[src/rtl/seq_pattern_tx.sv]
// Serial pattern transmitter: sync header, then payload MSB first, then a zero guard gap.
// Latency: a load accepted at edge N shows the first header bit in cycle N+1; one bit per tx_en strobe.
// Backpressure: load_ready is high only in IDLE; tx_en low freezes every output and the FSM.
module seq_pattern_tx #(
    parameter int                 WIDTH = 32,
    parameter int                 LEN_W = $clog2(WIDTH) + 1,
    parameter int                 HDR_W = 2,
    parameter logic [HDR_W-1:0]   HDR   = 2'b11,
    parameter int                 GAP   = 2
) (
    input  logic                  clk,
    input  logic                  reset,
    input  logic                  load_valid,
    output logic                  load_ready,
    input  logic [WIDTH-1:0]      load_data,
    input  logic [LEN_W-1:0]      load_len,
    input  logic                  tx_en,
    output logic                  tx_bit,
    output logic                  tx_valid,
    output logic                  done,
    output logic                  busy
);

    // One counter serves header, payload and gap, so size it for the largest of the three.
    localparam int                CNT_W   = $clog2(WIDTH + HDR_W + GAP + 1);
    localparam logic [LEN_W-1:0]  WIDTH_L = LEN_W'(WIDTH);

    typedef enum logic [1:0] {
        S_IDLE = 2'd0,
        S_HDR  = 2'd1,
        S_DATA = 2'd2,
        S_GAP  = 2'd3
    } state_t;

    state_t             r_state,    w_state_n;
    logic [HDR_W-1:0]   r_hdr_sh,   w_hdr_sh_n;
    logic [WIDTH-1:0]   r_pay_sh,   w_pay_sh_n;
    logic [LEN_W-1:0]   r_len,      w_len_n;
    logic [CNT_W-1:0]   r_cnt,      w_cnt_n;
    logic               r_tx_bit,   w_tx_bit_n;
    logic               r_tx_valid, w_tx_valid_n;
    logic               r_done,     w_done_n;
    logic               r_busy;

    logic [LEN_W-1:0]   w_len_clamp;
    logic [LEN_W-1:0]   w_shamt;

    // Clamp the requested length and left-align the payload so its first bit sits at the MSB.
    always_comb begin
        w_len_clamp = (load_len > WIDTH_L) ? WIDTH_L : load_len;
        w_shamt     = WIDTH_L - w_len_clamp;
    end

    // Next-state and next-output logic; shift registers always present the next bit at their MSB.
    always_comb begin
        w_state_n    = r_state;
        w_hdr_sh_n   = r_hdr_sh;
        w_pay_sh_n   = r_pay_sh;
        w_len_n      = r_len;
        w_cnt_n      = r_cnt;
        w_tx_bit_n   = r_tx_bit;
        w_tx_valid_n = r_tx_valid;
        w_done_n     = 1'b0;

        case (r_state)
            S_IDLE: begin
                if (load_valid) begin
                    w_state_n    = S_HDR;
                    w_hdr_sh_n   = HDR;
                    w_pay_sh_n   = load_data << w_shamt;
                    w_len_n      = w_len_clamp;
                    w_cnt_n      = CNT_W'(HDR_W - 1);
                    w_tx_bit_n   = HDR[HDR_W-1];
                    w_tx_valid_n = 1'b1;
                end
            end
            S_HDR: begin
                if (tx_en) begin
                    if (r_cnt != '0) begin
                        w_hdr_sh_n = r_hdr_sh << 1;
                        w_tx_bit_n = w_hdr_sh_n[HDR_W-1];
                        w_cnt_n    = r_cnt - CNT_W'(1);
                    end else if (r_len != '0) begin
                        w_state_n  = S_DATA;
                        w_cnt_n    = CNT_W'(r_len - 1'b1);
                        w_tx_bit_n = r_pay_sh[WIDTH-1];
                    end else begin
                        w_state_n    = (GAP > 0) ? S_GAP : S_IDLE;
                        w_cnt_n      = CNT_W'(GAP - 1);
                        w_tx_bit_n   = 1'b0;
                        w_tx_valid_n = 1'b0;
                        w_done_n     = 1'b1;
                    end
                end
            end
            S_DATA: begin
                if (tx_en) begin
                    if (r_cnt != '0) begin
                        w_pay_sh_n = r_pay_sh << 1;
                        w_tx_bit_n = w_pay_sh_n[WIDTH-1];
                        w_cnt_n    = r_cnt - CNT_W'(1);
                    end else begin
                        w_state_n    = (GAP > 0) ? S_GAP : S_IDLE;
                        w_cnt_n      = CNT_W'(GAP - 1);
                        w_tx_bit_n   = 1'b0;
                        w_tx_valid_n = 1'b0;
                        w_done_n     = 1'b1;
                    end
                end
            end
            S_GAP: begin
                if (tx_en) begin
                    if (r_cnt != '0) begin
                        w_cnt_n = r_cnt - CNT_W'(1);
                    end else begin
                        w_state_n = S_IDLE;
                    end
                end
            end
            default: begin
                w_state_n    = S_IDLE;
                w_tx_bit_n   = 1'b0;
                w_tx_valid_n = 1'b0;
            end
        endcase
    end

    // State and registered outputs; reset abandons any frame without a done pulse.
    always_ff @(posedge clk or posedge reset) begin
        if (reset) begin
            r_state    <= S_IDLE;
            r_hdr_sh   <= '0;
            r_pay_sh   <= '0;
            r_len      <= '0;
            r_cnt      <= '0;
            r_tx_bit   <= 1'b0;
            r_tx_valid <= 1'b0;
            r_done     <= 1'b0;
            r_busy     <= 1'b0;
        end else begin
            r_state    <= w_state_n;
            r_hdr_sh   <= w_hdr_sh_n;
            r_pay_sh   <= w_pay_sh_n;
            r_len      <= w_len_n;
            r_cnt      <= w_cnt_n;
            r_tx_bit   <= w_tx_bit_n;
            r_tx_valid <= w_tx_valid_n;
            r_done     <= w_done_n;
            r_busy     <= (w_state_n != S_IDLE);
        end
    end

    // Output mapping; ready is simply the complement of the registered busy flag.
    always_comb begin
        tx_bit     = r_tx_bit;
        tx_valid   = r_tx_valid;
        done       = r_done;
        busy       = r_busy;
        load_ready = !r_busy;
    end

endmodule

[config.mk]
export PLATFORM = sky130hd
export DESIGN_NAME = seq_pattern_tx
export DESIGN_NICKNAME = d
export VERILOG_FILES = /design/src/rtl/seq_pattern_tx.sv
export SDC_FILE = /design/constraint.sdc
export NUM_CORES = 1
export LEC_CHECK = 0
export ABC_AREA = 1
export CORE_AREA = 10 10 114 116
export CTS_CLUSTER_DIAMETER = 200
export DETAILED_ROUTE_END_ITERATION = 10
export DIE_AREA = 0 0 124 126
export PLACE_DENSITY = 0.65
export SYNTH_ARGS = -nofsm -noshare
export SYNTH_HDL_FRONTEND = slang
export SYNTH_SLANG_ARGS = --single-unit
export TNS_END_PERCENT = 1
[constraint.sdc]
create_clock -name clk -period 3.6 [get_ports clk]
set_clock_uncertainty 0.05 [all_clocks]
set_input_delay 0.54 -clock clk [delete_from_list [all_inputs] [get_ports clk]]
set_output_delay 0.54 -clock clk [all_outputs]
set_load 0.1 [all_outputs]
== Word level (Yosys, flattened, before mapping) ==
Index checks and enable logic that the tools add are counted.

* Register bits: 51
* Bits of input ports: 42
* Output and inout bits: 5
* Word-level logic and storage cells: 87

* Add/sub/neg operators: 3
* $lt $le $gt $ge: 1
* Equal/unequal tests: 13
* Shift-type cells: 1
* Multiplexer cells: 46
* Reduce and logical (&&, ||, !) cells: 14

{| class="wikitable"
|+ Operators by type and width
! cell !! number
|-
| 32-bit two-way mux || 3
|-
| 32-bit case mux with 2 select lines || 1
|-
| 6-bit two-way mux || 9
|-
| 32-bit by 6-bit left shift with 32-bit output || 1
|-
| 6-bit case mux with 4 select lines || 1
|-
| 1-bit two-way mux || 20
|-
| 2-bit inequality test, second input constant || 10
|-
| 2-bit two-way mux || 7
|-
| 4-bit AND reduction || 3
|-
| 6-bit nonzero test || 2
|-
| 6-bit by 1-bit subtractor with 6-bit output, second input constant || 2
|-
| 2-bit case mux with 4 select lines || 1
|-
| 7-bit AND reduction || 1
|-
| 6-bit greater-than comparator, second input constant || 1
|-
| 1-bit case mux with 3 select lines || 2
|-
| 2-bit nonzero test || 3
|-
| 6-bit subtractor, first input constant || 1
|-
| 5-bit AND reduction || 1
|-
| 2-bit == test, second input constant || 2
|-
| 1-bit case mux with 2 select lines || 2
|-
| 3-bit nonzero test || 1
|-
| 2-bit by 1-bit == test with 1-bit output, second input constant || 1
|-
| 2-bit logical NOT || 1
|-
| 2-bit AND reduction || 1
|-
| 1-bit logical NOT || 1
|}

== Logic depth before layout (Yosys ltp) ==
Gate-level depths: netlist (run 1).

* Word-level depth: 6
* Depth in mapped cells: 17
* Depth with buffers taken out: 14

== Least setup slack after synthesis (run 1) ==
No wires, ideal clock.

* Path type: input to register
* From: input port load_len[5]
* To: register r_pay_sh[30]
* Arrival time: 2.241 ns
* Data required time: 3.479 ns
* Setup slack: 1.238 ns
* Cell stages on the path: 17
* Path through: inv_2 nand2_4 buf_4 ha_1 clkbuf_1 inv_1 clkbuf_1 nand3_1 nand2_1 nand3_1 nand2_1 nand2_1 nand2_1 nand2_1 nand2_1 nor2_1 nor2_1

* Word-level cells in the longest chain between the ends: 6

{| class="wikitable"
|+ Ends and longest elaborated chain
! element !! line !! RTL
|-
| start, declared || 16 || <nowiki>input logic [LEN_W-1:0] load_len,</nowiki>
|-
| 6-bit greater-than comparator || 50 || <nowiki>w_len_clamp = (load_len > WIDTH_L) ? WIDTH_L : load_len;</nowiki>
|-
| 6-bit two-way mux * || 50 ||
|-
| 6-bit subtractor * || 51 || <nowiki>w_shamt = WIDTH_L - w_len_clamp;</nowiki>
|-
| 32-bit by 6-bit left shift with 32-bit output * || 70 || <nowiki>w_pay_sh_n = load_data << w_shamt;</nowiki>
|-
| 32-bit two-way mux * || 67 || <nowiki>if (load_valid) begin</nowiki>
|-
| 32-bit case mux with 2 select lines * || 65 || <nowiki>case (r_state)</nowiki>
|-
| end signal, assigned || 143 || <nowiki>r_pay_sh <= w_pay_sh_n;</nowiki>
|-
| end, declared || 37 || <nowiki>logic [WIDTH-1:0] r_pay_sh, w_pay_sh_n;</nowiki>
|}

Every way passes the cells marked *; elsewhere a longest branch is shown, timed or not. The select of a mux whose other input is x is not followed.
A chain may end at the register's enable or synchronous reset.

== Final worst setup path (run 1) ==
* From: input port load_len[5]
* To: register r_pay_sh[25]

Same word-level chain as after synthesis.

==> results.md, run 1 <==
- DPL Wire Length: slightly below 10,000 um
- Final RePlAce weighted congestion: ~0.90
- Flops & latches, synth: between 50 and 60
- Final nets: 856
- Area grow syn2layout: 11.6%
- Number of global-route vias before repair: 4,499
- Fraction of layout instances using a drive strength above 1: 6.70%
- Die Width: 124 um
- Post-Synthesis Net Count: 834
- Initial antenna violation count: 0
- Synth Area per Inst: between 6 and 7 um^2
- Post-synth EDFFs: 0
- Sink Count: between 50 and 60
- FF+latch area: 1280 um^2
- Most common cell after layout, fill and taps aside: nand2_1
- Drt via density: 5.21
- Worst slew pin tran: 1.09 ns
- Largest net degree at the start of global routing: 52
- Crit. End Element: flip-flop
- Placed Area: a little over 5000 um^2
- Top_reg_cell synth: dfrtp_1
- Vias: slightly below 5k
- Synth area leaders: dfrtp_1 27%, nand2_1 24%, nand3_1 11%
- Clk_lat worst skew: between 0.3 and 0.4 ns
- GRT Util Overall: 16.3%
- Routed Antenna Nets: 0
- Yosys Warn Count: 0
- Die area: around 16,000 um^2
- Power density cells: 682 nW/um^2
- CP required: about 3.8 ns
- Max Freq: about 340 MHz
- CORE AREA: around 11,000 um^2
- Cell Rows: 38
- Initial DRC count: ~470
- DR DRC count: 0
- Hold-fix buffers, CTS: 0
- Yosys top cell area share: 27.0%
- CP Launch Type: input port
- Multi-input logic area: around 2900 um^2
- First-pass GRT wire length: 21,600 um
- H-tree depth: 2
- Congestion Overflow GR: 0
- Fill count: 1,180
- Layout Cell Area excl Fill: 5270 um^2
- Mapped Cells: 783
- Post-CTS setup buffers: 0
- Io pins: 47
- Final Slew Violations: 0
- Clock Tree Root: clkbuf_8
- Synth async-reset ratio: 100%
- Area leader, netlist: dfrtp_1
- Number of buffers created by CTS: 5
- DRT Wirelength: approximately 13,000 um
- Netlist Area Pre-Place: between 4000 and 5000 um^2
- # setup viols final: 0
- Worst slew margin: 27.2%
- CTS tree: yes
- First-pass detailed-route iteration total: 5
- Sequential area share after synthesis: between 20 and 30%
- Pleak: 2.75 nW
- Type of the worst setup path: input port to flip-flop
- Fin crit period: about 2.9 ns
- Port Buf Inserts: 46
- Status: finished clean
- Hold WC Path Type: flip-flop to flip-flop
- Critical-path maximum fanout: 20
- Max_cap viols: 0
- Final Cycle Share: between 80% and 90%
- Ant diodes: 0
- Most frequent cells in the layout: 300 x nand2_1, 101 x nand3_1, 74 x inv_1
- Longest Clk Path Bufs: 2
- Post-DR wirelength/cell: ~14 um
- Arr. time, crit path: about 3.1 ns
- Clock Pin Slew Worst Setup and Hold Paths: about 0.1 ns
- Setup TNS: 0 ns
- RSZ-0062 raised after global routing: false
- Die height: ~130 um
- Synth unique cells: 41
- Max IR drop VDD: ~0.5 mV
- Starting Density: between 40 and 50%
- Post-cts resize count: 0
- Final Hold Vio Count: 0
-- sequential cells by signal, indices dropped and copies added, names as in the netlist --
signal,flops
r_pay_sh,32
r_hdr_sh,1
done,1
tx_valid,1
busy,1
r_len,6
r_state,2
r_cnt,6
tx_bit,1
-- synthesized netlist by cell type, types with 7 or more instances --
cell      instances
nand2_2           8
a21oi_1          54
clkbuf_1         15
dfrtp_1          51
nor2_1           50
buf_4            10
inv_1            75
xor2_1            7
o21ai_0          23
nand3_1         101
nand2_1         300
ha_1              9
-- layer usage --
layer / GRT usage (%) / wire (um)
met1: 23.2 / 6210
met2: 25.4 / 5740
met3: 2.23 / 626
met4: 4.07 / 200
met5: 0 / 0
-- cell type report --
cell class	instances	area share (%)
Multi-Input combinational cell	613	55.2
Sequential cell	51	24.2
Timing Repair Buffer	54	9.88
Inverter	80	5.70
Tap cell	140	3.33
Clock buffer	5	1.31
Clock inverter	3	0.356
-- critical path, stage by stage --
cell and delay (ns):
clkdlybuf4s50_1 0.59, inv_2 0.10, nand2_1 0.19, ha_1 0.30, inv_1 0.10, nand2_2 0.20
nand2_1 0.44, nand2_1 0.18, nand2_1 0.07, nand2_1 0.06, nand3_1 0.14, nand3_1 0.13
nand2_1 0.05, inv_1 0.05
-- cell families (layout without fill, tap and decap cells) --
kind of cell | after synthesis | count (layout) | synth area share (%)
adder cells (fa/ha/maj) | 9 | 9 | 2.38
AO/OA/AOI/OAI | 108 | 108 | 13.0
flip-flops | 51 | 51 | 27.0
AND/OR/NAND/NOR | 488 | 488 | 44.6
buffers and inverters | 119 | 142 | 11.4
XOR/XNOR | 8 | 8 | 1.64
-- per-stage QoR --
step,utilization (%),hold slack [ns],instances,total power [mW],worst slack [ns]
after floorplan,-,0.399,783,2.75,1.24
final,49.2,0.447,946,3.59,0.679
after global routing,49.2,0.466,946,3.98,0.505
after CTS,49.2,0.450,946,3.60,0.720
after detailed placement,48.4,0.425,938,3.25,0.381
after global placement,48.4,0.417,938,3.20,0.472
-- path summary, 6_finish.rpt --
check,from,end,slack (ns),cells after the start
min reg2reg,r_pay_sh[0],r_pay_sh[0],0.45,2
max in group asynchronous,reset,r_cnt[4],2.06,2
max,load_len[5],r_pay_sh[25],0.68,14
min in group asynchronous,reset,r_pay_sh[10],0.76,2
max reg2reg,r_state[1],r_pay_sh[4],1.28,11
min,r_pay_sh[0],r_pay_sh[0],0.45,2
-- where the power goes --
group	total, mW	switching (mW)	internal, mW
combinational	2.22	1.46	0.762
clock	0.348	0.211	0.138
sequential	1.03	0.170	0.856
No activity file was read; power rests on OpenSTA's default activity.
==> run 2: changes to the inputs <==
==> constraint.sdc (replaced) <==
create_clock -name clk -period 2.8 [get_ports clk]
set_clock_uncertainty 0.05 [all_clocks]
set_input_delay 0.42 -clock clk [delete_from_list [all_inputs] [get_ports clk]]
set_output_delay 0.42 -clock clk [all_outputs]
set_load 0.1 [all_outputs]
==> run 2 against run 1 <==
- design area rose by 2.1%
- routed wire length shrank 3.0%
- sequential share of layout area shrank 0.50 points
- flip-flop and latch count did not move
- utilization grew 1.0 points
- combinational power is 29% higher
- hold slack worse by 0.0030 ns
- die area is the same
- critical path type unchanged
- critical endpoint is now r_pay_sh[31]
==> results.md, run 2 (synthesized netlist as in run 1, its figures left out) <==
- Die area: 15,600 um^2 (unchanged)
- First-pass detailed-route iteration total: 5 (unchanged)
- Clock Tree Root: clkbuf_8
- CORE AREA: 10,700 um^2 (unchanged)
- Fin crit period: around 2.4 ns
- Final Slew Violations: 0 (unchanged)
- Clock Pin Slew Worst Setup and Hold Paths: 0.09 ns (about the same)
- Post-DR wirelength/cell: 13.0 um (-3.9%)
- DRT Wirelength: 12,400 um (-3.0%)
- Net switching power: 2.33 mW (+27%)
- Initial antenna violation count: 0 (unchanged)
- Final Util: 50.3% (+1.0 points)
- Clock group share of total power: 11.2% (+1.5 points)
- Setup TNS: 0 ns (unchanged)
- H-tree depth: 2 (unchanged)
- Switching share of power: 49.4% (-1.8 points)
- Fraction of layout instances using a drive strength above 1: 8.34% (+1.6 points)
- Worst slew margin: 48.3% (+21 points)
- Internal power: 2.39 mW (+36%)
- Final Hold Vio Count: 0 (unchanged)
- Die Width: 124 um (unchanged)
- Most flop-heavy register: r_pay_sh
- Longest Clk Path Bufs: 2 (unchanged)
- # setup viols final: 0 (unchanged)
- CTS tree: yes
- Largest regs: r_pay_sh: 32 flops, r_cnt: 6 flops, r_len: 6 flops
- Type of the worst setup path: input port to flip-flop
- Cell Rows: 38 (unchanged)
- Port Buf Inserts: 46 (unchanged)
- Number of global-route vias before repair: 4,533 (+0.76%)
- CP required: 2.96 ns (-0.86 ns)
- Most common cell after layout, fill and taps aside: nand2_1
- Routed Antenna Nets: 0 (unchanged)
- Worst slew pin tran: 0.774 ns (-0.316 ns)
- Starting Density: 44.1% (unchanged)
- First-pass GRT wire length: 21,600 um (about the same)
- Max IR drop VDD: 0.587 mV (+20%)
- Clk_lat worst skew: 0.30 ns (-0.02 ns)
- Io pins: 47 (unchanged)
- Status: finished clean
- Drt via density: 5.13 (-1.6%)
- GRT Util Overall: 16.1% (-0.28 points)
- Max FFs per register: 32 (unchanged)
- Die height: 126 um (unchanged)
- Combinational group share of total power: 60.7% (-1.1 points)
- Hold WC Path Type: flip-flop to flip-flop
- Final RePlAce weighted congestion: 0.897 (+0.19%)
- Arr. time, crit path: 2.51 ns (-0.63 ns)
- Final Cycle Share: a little over four fifths
- Number of buffers created by CTS: 5 (unchanged)
- Pleak: 2.81 nW (+2.5%)
- Most frequent cells in the layout: 300 x nand2_1, 101 x nand3_1, 74 x inv_1
- RSZ-0062 raised after global routing: false
- Fill count: 1,133 (-4.0%)
- Post-CTS setup buffers: 0 (unchanged)
- Hold-fix buffers, CTS: 0 (unchanged)
- Initial DRC count: 372 (-20%)
- Crit. End Element: flip-flop
- Power density cells: 878 nW/um^2 (+29%)
- Sink Count: 51 (unchanged)
- Max Freq: about 420 MHz
- Area grow syn2layout: 13.9%
- Final nets: 865 (+1.1%)
- Congestion Overflow GR: 0 (unchanged)
- Hold_ws: 0.444 ns (-0.00299 ns)
- DPL Wire Length: 9660 um (-0.29%)
- Max_cap viols: 0 (unchanged)
- Post-cts resize count: 0 (unchanged)
- Sequential share of power: 28.0% (-0.5 points)
- Critical-path maximum fanout: 20 (unchanged)
- DR DRC count: 0 (unchanged)
- Ant diodes: 0 (unchanged)
- Vias: 4,897 (-0.71%)
- Largest net degree at the start of global routing: 45 (-13%)
- CP Launch Type: input port
-- run 2: routing by layer --
| metal | vias up | routed length [um] | GRT usage, % | share of wire, % |
|---|---|---|---|---|
| met2 | 120 | 5460 | 24.8 | 44 |
| met1 | 2221 | 6240 | 23.2 | 50 |
| met3 | 13 | 474 | 1.56 | 3.8 |
| met4 | 0 | 219 | 4.27 | 1.8 |
| li1 | 2543 | - | - | - |
| met5 | - | 0 | 0 | 0 |
-- run 2: layout make-up --
class | instances | area [um^2] | area share (%)
sequential | 51 | 1280 | 23.7
tap | 140 | 175 | 3.26
clock inverter | 2 | 35.0 | 0.651
inverter | 80 | 300 | 5.58
timing repair buffer | 63 | 601 | 11.2
clock buffer | 6 | 82.6 | 1.54
multi-input combinational | 613 | 2910 | 54.1
-- run 2: path summary, 6_finish.rpt --
kind,from,to,slack (ns),cells after the start
max,load_len[0],r_pay_sh[31],0.45,14
max in group asynchronous,reset,r_pay_sh[15],1.56,3
min reg2reg,r_pay_sh[0],r_pay_sh[0],0.44,2
min,r_pay_sh[0],r_pay_sh[0],0.44,2
max reg2reg,r_state[0],r_cnt[0],0.51,9
min in group asynchronous,reset,r_pay_sh[10],0.53,2
-- run 2: critical path, stage by stage --
cell and delay [ns]:
clkdlybuf4s50_1 0.59, nand2_4 0.07, ha_1 0.25, inv_1 0.12
nand2_2 0.17, nand2_1 0.11, buf_4 0.23, nand2_1 0.07
nand2_1 0.11, nand2_1 0.06, nand3_1 0.11, nand3_1 0.09
nand2_1 0.07, inv_1 0.03
-- run 2: through the flow --
stage / setup slack [ns] / area (um^2) / instances / power [mW]
floorplan: 0.558 / 4720 / 783 / 3.53
global placement: 0.166 / 5260 / 947 / 4.12
detailed placement: 0.135 / 5260 / 947 / 4.19
CTS: 0.463 / 5380 / 955 / 4.73
global route: 0.262 / 5380 / 955 / 5.18
finish: 0.447 / 5380 / 955 / 4.72
-- run 2: power by group through the flow --
stage | sequential [mW] | clock (mW) | combinational (mW)
final | 1.32 | 0.531 | 2.87
after global routing | 1.37 | 0.569 | 3.24
after CTS | 1.32 | 0.549 | 2.86
after detailed placement | 1.33 | 0 | 2.86
after global placement | 1.32 | 0 | 2.80
after floorplan | 1.43 | 0 | 2.10
==> run 3: changes to the inputs <==
--- a/config.mk
+++ b/config.mk
@@ -10,7 +10,7 @@
 export CTS_CLUSTER_DIAMETER = 200
 export DETAILED_ROUTE_END_ITERATION = 10
 export DIE_AREA = 0 0 124 126
-export PLACE_DENSITY = 0.65
+export PLACE_DENSITY = 0.68
 export SYNTH_ARGS = -nofsm -noshare
 export SYNTH_HDL_FRONTEND = slang
 export SYNTH_SLANG_ARGS = --single-unit
==> constraint.sdc (replaced) <==
create_clock -name clk -period 1.95 [get_ports clk]
set_clock_uncertainty 0.05 [all_clocks]
set_input_delay 0.2925 -clock clk [delete_from_list [all_inputs] [get_ports clk]]
set_output_delay 0.2925 -clock clk [all_outputs]
set_load 0.1 [all_outputs]
==> run 3 against run 2 <==
- critical path depth is 3 lower
- global-route usage grew 0.61 points
- via count rose by 5.8%
- critical path type is now flip-flop to flip-flop
==> results.md, run 3 (synthesized netlist as in run 1, its figures left out) <==
- Clk_lat worst skew: 0.31 ns (about the same)
- Status: finished clean
- Fill count: 1,056 (-6.8%)
- Clock group share of total power: 8.3% (-2.9 points)
- Area grow syn2layout: 29.3%
- Longest Clk Path Bufs: 2 (unchanged)
- Pleak: 3.18 nW (+13%)
- Max FFs per register: 32 (unchanged)
- Final Cycle Share: 98.1%
- Final RePlAce weighted congestion: 0.948 (+5.6%)
- First-pass GRT wire length: 22,200 um (+2.7%)
- Initial antenna violation count: 0 (unchanged)
- Hold_ws: 0.278 ns (-0.166 ns)
- Max Freq: 523 MHz
- Most frequent cells in the layout: 292 x nand2_1, 94 x nand3_1, 72 x inv_1
- DR DRC count: 0 (unchanged)
- Die Width: 124 um (unchanged)
- Hold-fix buffers, CTS: 0 (unchanged)
- Fin crit period: 1.91 ns
- Fraction of layout instances using a drive strength above 1: 18.1% (+9.7 points)
- Sink Count: 51 (unchanged)
- Largest net degree at the start of global routing: 52 (+16%)
- Switching share of power: 48.6% (-0.73 points)
- # setup viols final: 0 (unchanged)
- Most flop-heavy register: r_pay_sh
- DPL Wire Length: 10,200 um (+5.9%)
- Port Buf Inserts: 46 (unchanged)
- Type of the worst setup path: flip-flop to flip-flop
- RR Endpoint: r_pay_sh[29]
- Max IR drop VDD: 0.863 mV (+47%)
- Final Slew Violations: 0 (unchanged)
- Largest regs: r_pay_sh: 32 flops, r_cnt: 6 flops, r_len: 6 flops
- Vias: 5,183 (+5.8%)
- Layout Cells excl Fill: 1,015 (+6.3%)
- Internal power: 3.82 mW (+60%)
- Io pins: 47 (unchanged)
- Clock Tree Root: clkbuf_8
- Post-DR wirelength/cell: 13.0 um (about the same)
- Worst slew margin: 76.3% (+28 points)
- Max_cap viols: 0 (unchanged)
- CP required: 2.12 ns (-0.84 ns)
- Cell Rows: 38 (unchanged)
- Final nets: 925 (+6.9%)
- Number of buffers created by CTS: 5 (unchanged)
- Crit. End Element: flip-flop
- Net switching power: 3.61 mW (+55%)
- Combinational group share of total power: 66.2% (+5.5 points)
- Worst slew pin tran: 0.356 ns (-0.419 ns)
- Die area: 15,600 um^2 (unchanged)
- Routed Antenna Nets: 0 (unchanged)
- R2R cell count: 11 (+2)
- First-pass detailed-route iteration total: 5 (unchanged)
- DRT Wirelength: 13,200 um (+6.3%)
- CP Launch Type: flip-flop
- Initial DRC count: 354 (-4.8%)
- Crit path launch: r_state[1]
- CORE AREA: 10,700 um^2 (unchanged)
- Drt via density: 5.11 (-0.42%)
- R2R Setup Slk: 0.04 ns (-0.47 ns)
- Arr. time, crit path: 2.09 ns (-0.42 ns)
- GRT Util Overall: 16.7% (+0.61 points)
- Sequential share of power: 25.5% (-2.5 points)
- RSZ-0062 raised after global routing: true
- Power density cells: 1220 nW/um^2 (+39%)
- Die height: 126 um (unchanged)
- Congestion Overflow GR: 0 (unchanged)
- Placed Cells: 1,002 (+5.8%)
- Critical-path maximum fanout: 18 (-10%)
- Most common cell after layout, fill and taps aside: nand2_1
- CTS tree: yes
- Critical R2R Launch: r_state[1]
- Starting Density: 44.1% (unchanged)
- H-tree depth: 2 (unchanged)
- Final Hold Vio Count: 0 (unchanged)
- Number of global-route vias before repair: 4,762 (+5.1%)
- Ant diodes: 0 (unchanged)
- Clock Pin Slew Worst Setup and Hold Paths: 0.10 ns (about the same)
- Hold WC Path Type: input port to async pin
run 3: worst max-delay path by stage:
stage | to | cells past startpoint
after detailed placement | r_pay_sh[31] | 15
after floorplan | r_pay_sh[27] | 15
after CTS | r_pay_sh[3] | 11
after global placement | r_pay_sh[31] | 15
final | r_pay_sh[29] | 11
after global routing | r_pay_sh[2] | 11
run 3: power by group through the flow:
| stage | clock network (mW) | logic (mW) | registers (mW) |
|---|---|---|---|
| after global placement | 0 | 4.56 | 1.88 |
| after detailed placement | 0 | 4.66 | 1.90 |
| after CTS | 0.633 | 4.73 | 1.89 |
| after floorplan | 0 | 3.03 | 2.05 |
| final | 0.615 | 4.92 | 1.90 |
| after global routing | 0.669 | 5.50 | 1.96 |
run 3: metrics by stage:
step	utilization (%)	power [mW]	setup TNS (ns)	worst slack (ns)	instance area [um^2]
finish	57.1	7.43	0	0.0363	6100
global route	57.1	8.13	-1.44	-0.0802	6100
CTS	55.7	7.25	-0.00600	-0.00450	5960
detailed placement	53.8	6.56	-13.35	-0.487	5760
global placement	53.8	6.45	-12.21	-0.468	5760
floorplan	-	5.08	-0.00197	-0.00152	4750
run 3: what timing repair did:
action,4_1_cts,5_1_grt
pin swaps,2,10
buffers inserted,1,3
gates cloned,1,0
setup endpoints to repair,29,40
resized for setup,18,37
run 3: area by class of cell:
type,count,area [um^2],share of cell area [%]
inverter,80,308,5.04
timing repair buffer,123,1190,19.4
clock inverter,2,12.5,0.205
clock buffer,6,72.6,1.19
multi-input combinational,613,3070,50.3
sequential,51,1280,20.9
tap,140,175,2.87
run 3: worst max-delay path: stages, from the launching register on:
cell     delay (ns)
dfrtp_1        0.43
inv_2          0.10
ha_1           0.19
inv_1          0.06
or2_1          0.22
nand2_1        0.09
a21oi_2        0.05
o21ai_4        0.12
inv_6          0.12
or2_2          0.29
nand2_1        0.07
inv_1          0.03
run 3: per-layer routing:
layer  wire [um]  global-route usage [%]  share of wire, %
met2        6380                    28.3                48
met5           0                       0                 0
met4         104                    3.25              0.79
met1        6140                    22.3                47
met3         557                    1.74               4.2
